===== config.mk =====
export PLATFORM = sky130hd
export DESIGN_NAME = layer_skid_reg_flat
export DESIGN_NICKNAME = d
export VERILOG_FILES = /design/src/rtl/logicnets_pkg.sv /design/src/rtl/layer_skid_reg_if.sv /design/src/rtl/ln_sat_counter.sv /design/src/rtl/layer_skid_reg.sv /design/src/flat_wrapper.sv
export SDC_FILE = /design/constraint.sdc
export NUM_CORES = 1
export LEC_CHECK = 0
export ABC_AREA = 0
export CAP_MARGIN = 0
export CORE_MARGIN = 1
export CORE_UTILIZATION = 44
export DETAILED_ROUTE_END_ITERATION = 8
export GPL_TIMING_DRIVEN = 0
export HOLD_SLACK_MARGIN = 0.06
export PLACE_DENSITY = 0.76
export SLEW_MARGIN = 40
export SYNTH_ARGS = -nofsm -noshare
export SYNTH_HDL_FRONTEND = slang
export SYNTH_SLANG_ARGS = --single-unit

===== constraint.sdc =====
create_clock -name clk -period 2.75 [get_ports clk]
set_clock_uncertainty 0.05 [all_clocks]
set_input_delay 0.55 -clock clk [delete_from_list [all_inputs] [get_ports clk]]
set_output_delay 0.55 -clock clk [all_outputs]
set_load 0.01 [all_outputs]

===== src/rtl/logicnets_pkg.sv =====
// Shared types and constants for the generated LUT-network layer plumbing.
package logicnets_pkg;

  // Default width of the throughput debug counters.
  localparam int LN_CNT_WIDTH = 32;

  // Occupancy state of a layer boundary stage; the encoding equals the entry count.
  typedef enum logic [1:0] {
    EMPTY = 2'd0,
    ONE   = 2'd1,
    FULL  = 2'd2
  } skid_state_t;

endpackage


===== src/rtl/layer_skid_reg_if.sv =====
// Valid/ready handshake bundle between two layers of the LUT network.
// slave: the boundary stage's view; master: the view of whatever drives the
// upstream side and consumes the downstream side.
interface layer_skid_reg_if #(
  parameter int DataWidth = 256
);

  logic                 s_valid;
  logic                 s_ready;
  logic [DataWidth-1:0] s_data;
  logic                 m_valid;
  logic                 m_ready;
  logic [DataWidth-1:0] m_data;

  modport slave (
    input  s_valid, s_data, m_ready,
    output s_ready, m_valid, m_data
  );

  modport master (
    output s_valid, s_data, m_ready,
    input  s_ready, m_valid, m_data
  );

endinterface


===== src/rtl/ln_sat_counter.sv =====
// Event counter for throughput debug: either wraps modulo 2^Width or
// saturates at all-ones, selected by Wrap.
module ln_sat_counter #(
  parameter int Width = 32,
  parameter bit Wrap  = 1'b1
) (
  input  logic             clk,
  input  logic             rst,
  input  logic             inc,
  output logic [Width-1:0] cnt
);

  localparam logic [Width-1:0] CntZero = {Width{1'b0}};
  localparam logic [Width-1:0] CntOne  = {{(Width-1){1'b0}}, 1'b1};
  localparam logic [Width-1:0] CntMax  = {Width{1'b1}};

  logic [Width-1:0] cnt_r;

  // Count one per asserted inc; in saturating mode stop at all-ones.
  always_ff @(posedge clk) begin
    if (rst) begin
      cnt_r <= CntZero;
    end else if (inc && (Wrap || (cnt_r != CntMax))) begin
      cnt_r <= cnt_r + CntOne;
    end else begin
      cnt_r <= cnt_r;
    end
  end

  assign cnt = cnt_r;

endmodule


===== src/rtl/layer_skid_reg.sv =====
// Registered layer boundary with a 2-entry skid buffer. s_ready is derived
// from registered state only, so no combinational path runs from the next
// layer's m_ready back to the previous layer, yet full throughput is kept.
module layer_skid_reg
  import logicnets_pkg::*;
#(
  parameter int DataWidth = 256,
  parameter int CntWidth  = LN_CNT_WIDTH
) (
  input  logic                clk,
  input  logic                rst,
  layer_skid_reg_if.slave     bus,
  output logic [1:0]          occ,
  output logic [CntWidth-1:0] xfer_cnt,
  output logic [CntWidth-1:0] stall_cnt
);

  localparam logic [DataWidth-1:0] DataZero = {DataWidth{1'b0}};

  skid_state_t          state_r;
  logic [DataWidth-1:0] main_r;
  logic [DataWidth-1:0] skid_r;

  logic m_valid_s;
  logic s_ready_s;
  logic s_fire_s;
  logic m_fire_s;
  logic stall_ev_s;

  assign m_valid_s  = (state_r != EMPTY);
  assign s_ready_s  = !rst && (state_r != FULL);
  assign s_fire_s   = bus.s_valid && s_ready_s;
  assign m_fire_s   = m_valid_s && bus.m_ready;
  assign stall_ev_s = m_valid_s && !bus.m_ready;

  // Occupancy FSM and datapath: main_r always holds the oldest vector, the
  // skid entry only fills when a vector arrives while the head is stalled.
  always_ff @(posedge clk) begin
    if (rst) begin
      state_r <= EMPTY;
      main_r  <= DataZero;
      skid_r  <= DataZero;
    end else begin
      case (state_r)
        EMPTY: begin
          if (s_fire_s) begin
            main_r  <= bus.s_data;
            state_r <= ONE;
          end else begin
            state_r <= EMPTY;
          end
        end
        ONE: begin
          if (s_fire_s && m_fire_s) begin
            main_r  <= bus.s_data;
            state_r <= ONE;
          end else if (s_fire_s) begin
            skid_r  <= bus.s_data;
            state_r <= FULL;
          end else if (m_fire_s) begin
            state_r <= EMPTY;
          end else begin
            state_r <= ONE;
          end
        end
        FULL: begin
          if (m_fire_s) begin
            main_r  <= skid_r;
            state_r <= ONE;
          end else begin
            state_r <= FULL;
          end
        end
        default: begin
          state_r <= EMPTY;
        end
      endcase
    end
  end

  assign bus.s_ready = s_ready_s;
  assign bus.m_valid = m_valid_s;
  assign bus.m_data  = main_r;
  assign occ         = state_r;

  ln_sat_counter #(
    .Width (CntWidth),
    .Wrap  (1'b1)
  ) u_xfer_cnt (
    .clk (clk),
    .rst (rst),
    .inc (m_fire_s),
    .cnt (xfer_cnt)
  );

  ln_sat_counter #(
    .Width (CntWidth),
    .Wrap  (1'b0)
  ) u_stall_cnt (
    .clk (clk),
    .rst (rst),
    .inc (stall_ev_s),
    .cnt (stall_cnt)
  );

endmodule


===== src/flat_wrapper.sv =====
// flat-port wrapper written by rule: the top's interface ports become plain ports
module layer_skid_reg_flat import logicnets_pkg::*;
#(
  parameter int DataWidth = 256,
  parameter int CntWidth  = LN_CNT_WIDTH
)
  (clk, rst, occ, xfer_cnt, stall_cnt, bus_s_valid, bus_s_data, bus_m_ready, bus_s_ready, bus_m_valid, bus_m_data);
  layer_skid_reg_if #(.DataWidth(DataWidth)) bus_i ();
  input  logic clk;
  input  logic rst;
  output logic [1:0] occ;
  output logic [CntWidth-1:0] xfer_cnt;
  output logic [CntWidth-1:0] stall_cnt;
  input wire logic [$bits(bus_i.s_valid)-1:0] bus_s_valid;
  input wire logic [$bits(bus_i.s_data)-1:0] bus_s_data;
  input wire logic [$bits(bus_i.m_ready)-1:0] bus_m_ready;
  output wire logic [$bits(bus_i.s_ready)-1:0] bus_s_ready;
  output wire logic [$bits(bus_i.m_valid)-1:0] bus_m_valid;
  output wire logic [$bits(bus_i.m_data)-1:0] bus_m_data;
  assign bus_i.s_valid = bus_s_valid;
  assign bus_i.s_data = bus_s_data;
  assign bus_i.m_ready = bus_m_ready;
  assign bus_s_ready = bus_i.s_ready;
  assign bus_m_valid = bus_i.m_valid;
  assign bus_m_data = bus_i.m_data;
  layer_skid_reg #(.DataWidth(DataWidth), .CntWidth(CntWidth)) u_core (.clk(clk), .rst(rst), .bus(bus_i), .occ(occ), .xfer_cnt(xfer_cnt), .stall_cnt(stall_cnt));
endmodule

==> impl_summary.log <==
[metrics] outcome: finished clean
[metrics] post-synthesis compound-gate area fraction: 17.5%
[metrics] multi-input combinational cell area: 10400 µm²
[metrics] count of flip-flops with a built-in enable after synthesis: 0
[metrics] Die Area: 53200 µm²
[metrics] Max Slew Vio Count: 0
[metrics] antenna-violating nets left: 0
[metrics] largest family of logic cells by synthesized area: simple AND/OR/NAND/NOR gates
[metrics] worst path setup slack after routing: 57.8 ps
[metrics] power consumption: 19700 µW
[metrics] post-synthesis sequential area ratio: 50.3%
[metrics] clock sink count: 578
[metrics] cell area power density: 612 nW/µm²
[metrics] largest net degree at the start of global routing: 15
[metrics] overflow left after global routing: 0
[metrics] gate count of the mapped netlist: 2922
[metrics] Placer Congestion: 0.895
[metrics] post-detailed-placement cell area: 29700 µm²
[metrics] largest fanout on the critical path: 10
[metrics] Synth Area in XOR/XNOR: 1.14%
[metrics] adder and majority gate portion of the synthesized area: 0.218%
[metrics] global-route wire length before repair: 122 mm
[metrics] router iterations before antenna repair: 5
[metrics] biggest area contributors in the synthesized netlist: sky130_fd_sc_hd__dfxtp_1 (50%), sky130_fd_sc_hd__nand2_1 (17%), sky130_fd_sc_hd__a311oi_1 (9.7%)
[metrics] worst min-delay path endpoint: u_core.skid_r[3]
[metrics] slack of the worst reg-to-reg path: 60 ps
[metrics] number of failing hold endpoints at the final stage: 0
[metrics] chip width: 231 µm
[metrics] RR Endpoint: u_core.bus.m_data[77]
[metrics] most used flip-flop cell after synthesis: sky130_fd_sc_hd__dfxtp_1
[metrics] Initial Util: 44.7%
[metrics] simple-gate portion of the synthesized area: 25.8%
[metrics] Worst Setup Start Kind: register
[metrics] Period Utilization, post-route: 97.9%
[metrics] DRC Markers: 0
[metrics] max-capacitance violation count: 0
[metrics] total length of routed wires: 80.5 mm
[metrics] final cell area excluding filler cells: 32200 µm²
[metrics] hold_sp: u_core.skid_r[3]
[metrics] count of final setup violators: 0
[metrics] DR vias: 23328
[metrics] layout overhead on the synthesized area: 40.1%
[metrics] worst slack on hold paths: 403 ps
[metrics] worst hold stages: 2
[metrics] Netlist cell types: 57
[metrics] Avg Inst Size Synth: 7.87 µm²
[metrics] clock tree from TritonCTS: built
[metrics] number of antenna violations at the first check in global routing: 16
[metrics] Layout fillers: 4506
[metrics] share of cells above drive strength 1: 7.94%
[metrics] synthesis-stage register bit count: 578
[metrics] clock-pin slew of the registers on the worst-case setup and hold paths: 60 ps
[metrics] input/output buffers: 582
[metrics] via count of the first global-routing pass: 21676
[metrics] vias per inst: 5.42
[metrics] share of flip-flops with an asynchronous set or reset after synthesis: 0%
[metrics] Critical Setup Path Class: register to register
[metrics] Skew-Pair Late Insertion Delay: 620 ps
[metrics] Placement Setup Slack: -1700 ps
[metrics] top-area cell type share of the netlist area: 50.3%
[metrics] overall global routing resource usage: 28.9%
[metrics] library cell occupying the most area in the post-synthesis netlist: sky130_fd_sc_hd__dfxtp_1
[metrics] Peak supply drop: 0.492 mV
[metrics] post-synthesis instance area: 23000 µm²
[metrics] count of synthesis-stage warnings from yosys: 0
[metrics] Crit. End Element: register
[metrics] FF-to-FF Start: u_core.occ[1]
[metrics] relative slew slack: 45.6%
[metrics] number of buffers added by the clock tree synthesis step: 57
[metrics] maximum clock path buffer count: 3
[metrics] DR iter-0 viols: 1640
[metrics] nets@finish: 3833
[metrics] number of H-tree branching levels: 2
[metrics] multiplexer fraction of the synthesized cell area: 0.266%
[metrics] unrepaired setup endpoints after global routing: yes
[metrics] Core ar.: 51500 µm²
[metrics] post-detailed-placement half-perimeter wirelength: 57.8 mm
[metrics] routed length per instance: 18.7 µm
[metrics] root cell of the clock tree: sky130_fd_sc_hd__clkbuf_16
[metrics] required time reported for the critical path endpoint: 3180 ps
[metrics] Register Area: 11600 µm²
[metrics] number of primary I/O pins: 584
[metrics] vertical die dimension: 231 µm
[metrics] worst path arrival time: 3120 ps
[metrics] Row Count: 83
[metrics] reported leakage power: 0.0114 µW
[metrics] Min Clock Period, post-route: 2690 ps
[metrics] f_max: 371 MHz
[metrics] class of the tightest hold or removal check: register to register
[metrics] transition time of the tightest slew-check pin: 810 ps
[metrics] Worst Reg-to-Reg Cells: 13
[metrics] Post-Syn Nets: 3186
-- power by group --
group	leakage (µW)	switching, µW	internal [µW]
Combinational	0.00575	1450	1420
Clock	0.000918	3350	4440
Sequential	0.00471	251	8800
-- cells by family after synthesis --
| family | after synthesis |
|---|---|
| AOI/OAI and AO/OA | 580 |
| xor gates and xnor gates | 30 |
| and+or+nand+nor | 1467 |
| buffers and inverters | 258 |
| muxes | 5 |
| DFF | 578 |
| adders and majority gates | 4 |
-- per-stage QoR --
stage               util [%]  setup TNS (ps)  instances
floorplan                  -               0       2922
global route            62.6            -332       4305
detailed placement      57.7         -714960       4184
finish                  62.6               0       4308
global placement        57.6         -852600       4184
CTS                     61.8           -4.12       4293
-- worst max-delay path, stage by stage, from the launching register on --
cell and delay, ps:
sky130_fd_sc_hd__dfxtp_1 320, sky130_fd_sc_hd__clkbuf_4 180, sky130_fd_sc_hd__nor2b_1 140, sky130_fd_sc_hd__buf_4 160, sky130_fd_sc_hd__clkbuf_8 180, sky130_fd_sc_hd__nor3b_4 210, sky130_fd_sc_hd__ha_2 220, sky130_fd_sc_hd__nand3b_1 140
sky130_fd_sc_hd__o21ai_4 120, sky130_fd_sc_hd__buf_6 170, sky130_fd_sc_hd__buf_4 120, sky130_fd_sc_hd__clkbuf_16 160, sky130_fd_sc_hd__buf_2 240, sky130_fd_sc_hd__a311oi_2 130
-- routing by layer --
layer	global-route usage [%]	vias to the layer above	wire length, µm
met4	13.5	10	3550
met3	7.03	206	6390
met1	36.0	10961	32800
met2	47.2	881	37700
met5	0	-	62
li1	-	11270	-
-- cells in the mapped netlist, drive strengths merged (18+ instances only) --
cell type / number
or4: 20
nand3: 19
clkbuf: 198
xor2: 19
dfxtp: 578
o31ai: 18
nor2: 300
nand4: 21
a311oi: 256
a21oi: 289
buf: 54
nand2: 1046
-- cell type report --
cell class | count | share of cell area, %
diodes | 13 | 0.101
plain buffers | 251 | 4.78
clock buffers | 88 | 5.29
clock inverters | 17 | 0.450
inverters | 6 | 0.0699
multi-input cells | 2086 | 32.4
flip-flops and latches | 578 | 35.9
well taps | 680 | 2.64
repair buffers | 589 | 18.4
-- how the worst max path moves through the flow --
stage                  start                      to  slack, ps  depth (start not counted)
6_report       u_core.occ[1]   u_core.bus.m_data[77]         60                         13
3_5_place_dp             rst      u_core.skid_r[187]      -1700                         11
2_1_floorplan            rst      u_core.skid_r[105]         40                         11
3_3_place_gp             rst      u_core.skid_r[190]      -1980                         11
4_1_cts        u_core.occ[1]  u_core.bus.m_data[198]         -4                         13
5_1_grt        u_core.occ[0]  u_core.bus.m_data[158]        -30                         13
-- sequential cells by signal (all words and copies together) (netlist names) --
name / cells
u_core.bus.m_data: 256
u_core.occ: 2
u_core.skid_r: 256
u_core.u_stall_cnt.cnt: 32
u_core.u_xfer_cnt.cnt: 32
-- cell usage in the layout (no fill, tap or decap), types with 7 or more instances in the layout --
master | Yosys | layout
sky130_fd_sc_hd__nand2_1 | 1046 | 1046
sky130_fd_sc_hd__clkdlybuf4s50_1 | 0 | 581
sky130_fd_sc_hd__dfxtp_1 | 578 | 578
sky130_fd_sc_hd__nor2_1 | 300 | 300
sky130_fd_sc_hd__a21oi_1 | 280 | 280
sky130_fd_sc_hd__a311oi_1 | 256 | 242
sky130_fd_sc_hd__clkbuf_1 | 194 | 135
sky130_fd_sc_hd__clkbuf_16 | 0 | 61
sky130_fd_sc_hd__clkbuf_2 | 0 | 30
sky130_fd_sc_hd__buf_2 | 44 | 30
sky130_fd_sc_hd__buf_6 | 4 | 23
sky130_fd_sc_hd__clkbuf_4 | 0 | 19
sky130_fd_sc_hd__clkbuf_8 | 4 | 19
sky130_fd_sc_hd__nand4_1 | 19 | 19
sky130_fd_sc_hd__xor2_1 | 19 | 19
sky130_fd_sc_hd__nand3_1 | 18 | 18
sky130_fd_sc_hd__buf_4 | 0 | 15
sky130_fd_sc_hd__a311oi_2 | 0 | 14
sky130_fd_sc_hd__diode_2 | 0 | 13
sky130_fd_sc_hd__clkinv_2 | 0 | 12
sky130_fd_sc_hd__xnor2_1 | 11 | 11
sky130_fd_sc_hd__o31ai_1 | 11 | 11
sky130_fd_sc_hd__or4_1 | 11 | 11
sky130_fd_sc_hd__and4_1 | 9 | 9
sky130_fd_sc_hd__o21ai_0 | 9 | 9
sky130_fd_sc_hd__or3_1 | 9 | 9
sky130_fd_sc_hd__a21oi_2 | 9 | 9
sky130_fd_sc_hd__or4_2 | 8 | 8
sky130_fd_sc_hd__buf_8 | 0 | 7
sky130_fd_sc_hd__o31ai_2 | 7 | 7
sky130_fd_sc_hd__nor3_1 | 7 | 7
-- repair_timing --
item	in CTS	in global routing
hold buffers	0	0
pin swaps	0	34
setup buffers	4	2
resized for setup	116	144
cloned	1	0
setup endpoints to repair	513	508
Note: power is estimated with default switching activity, not from simulation.
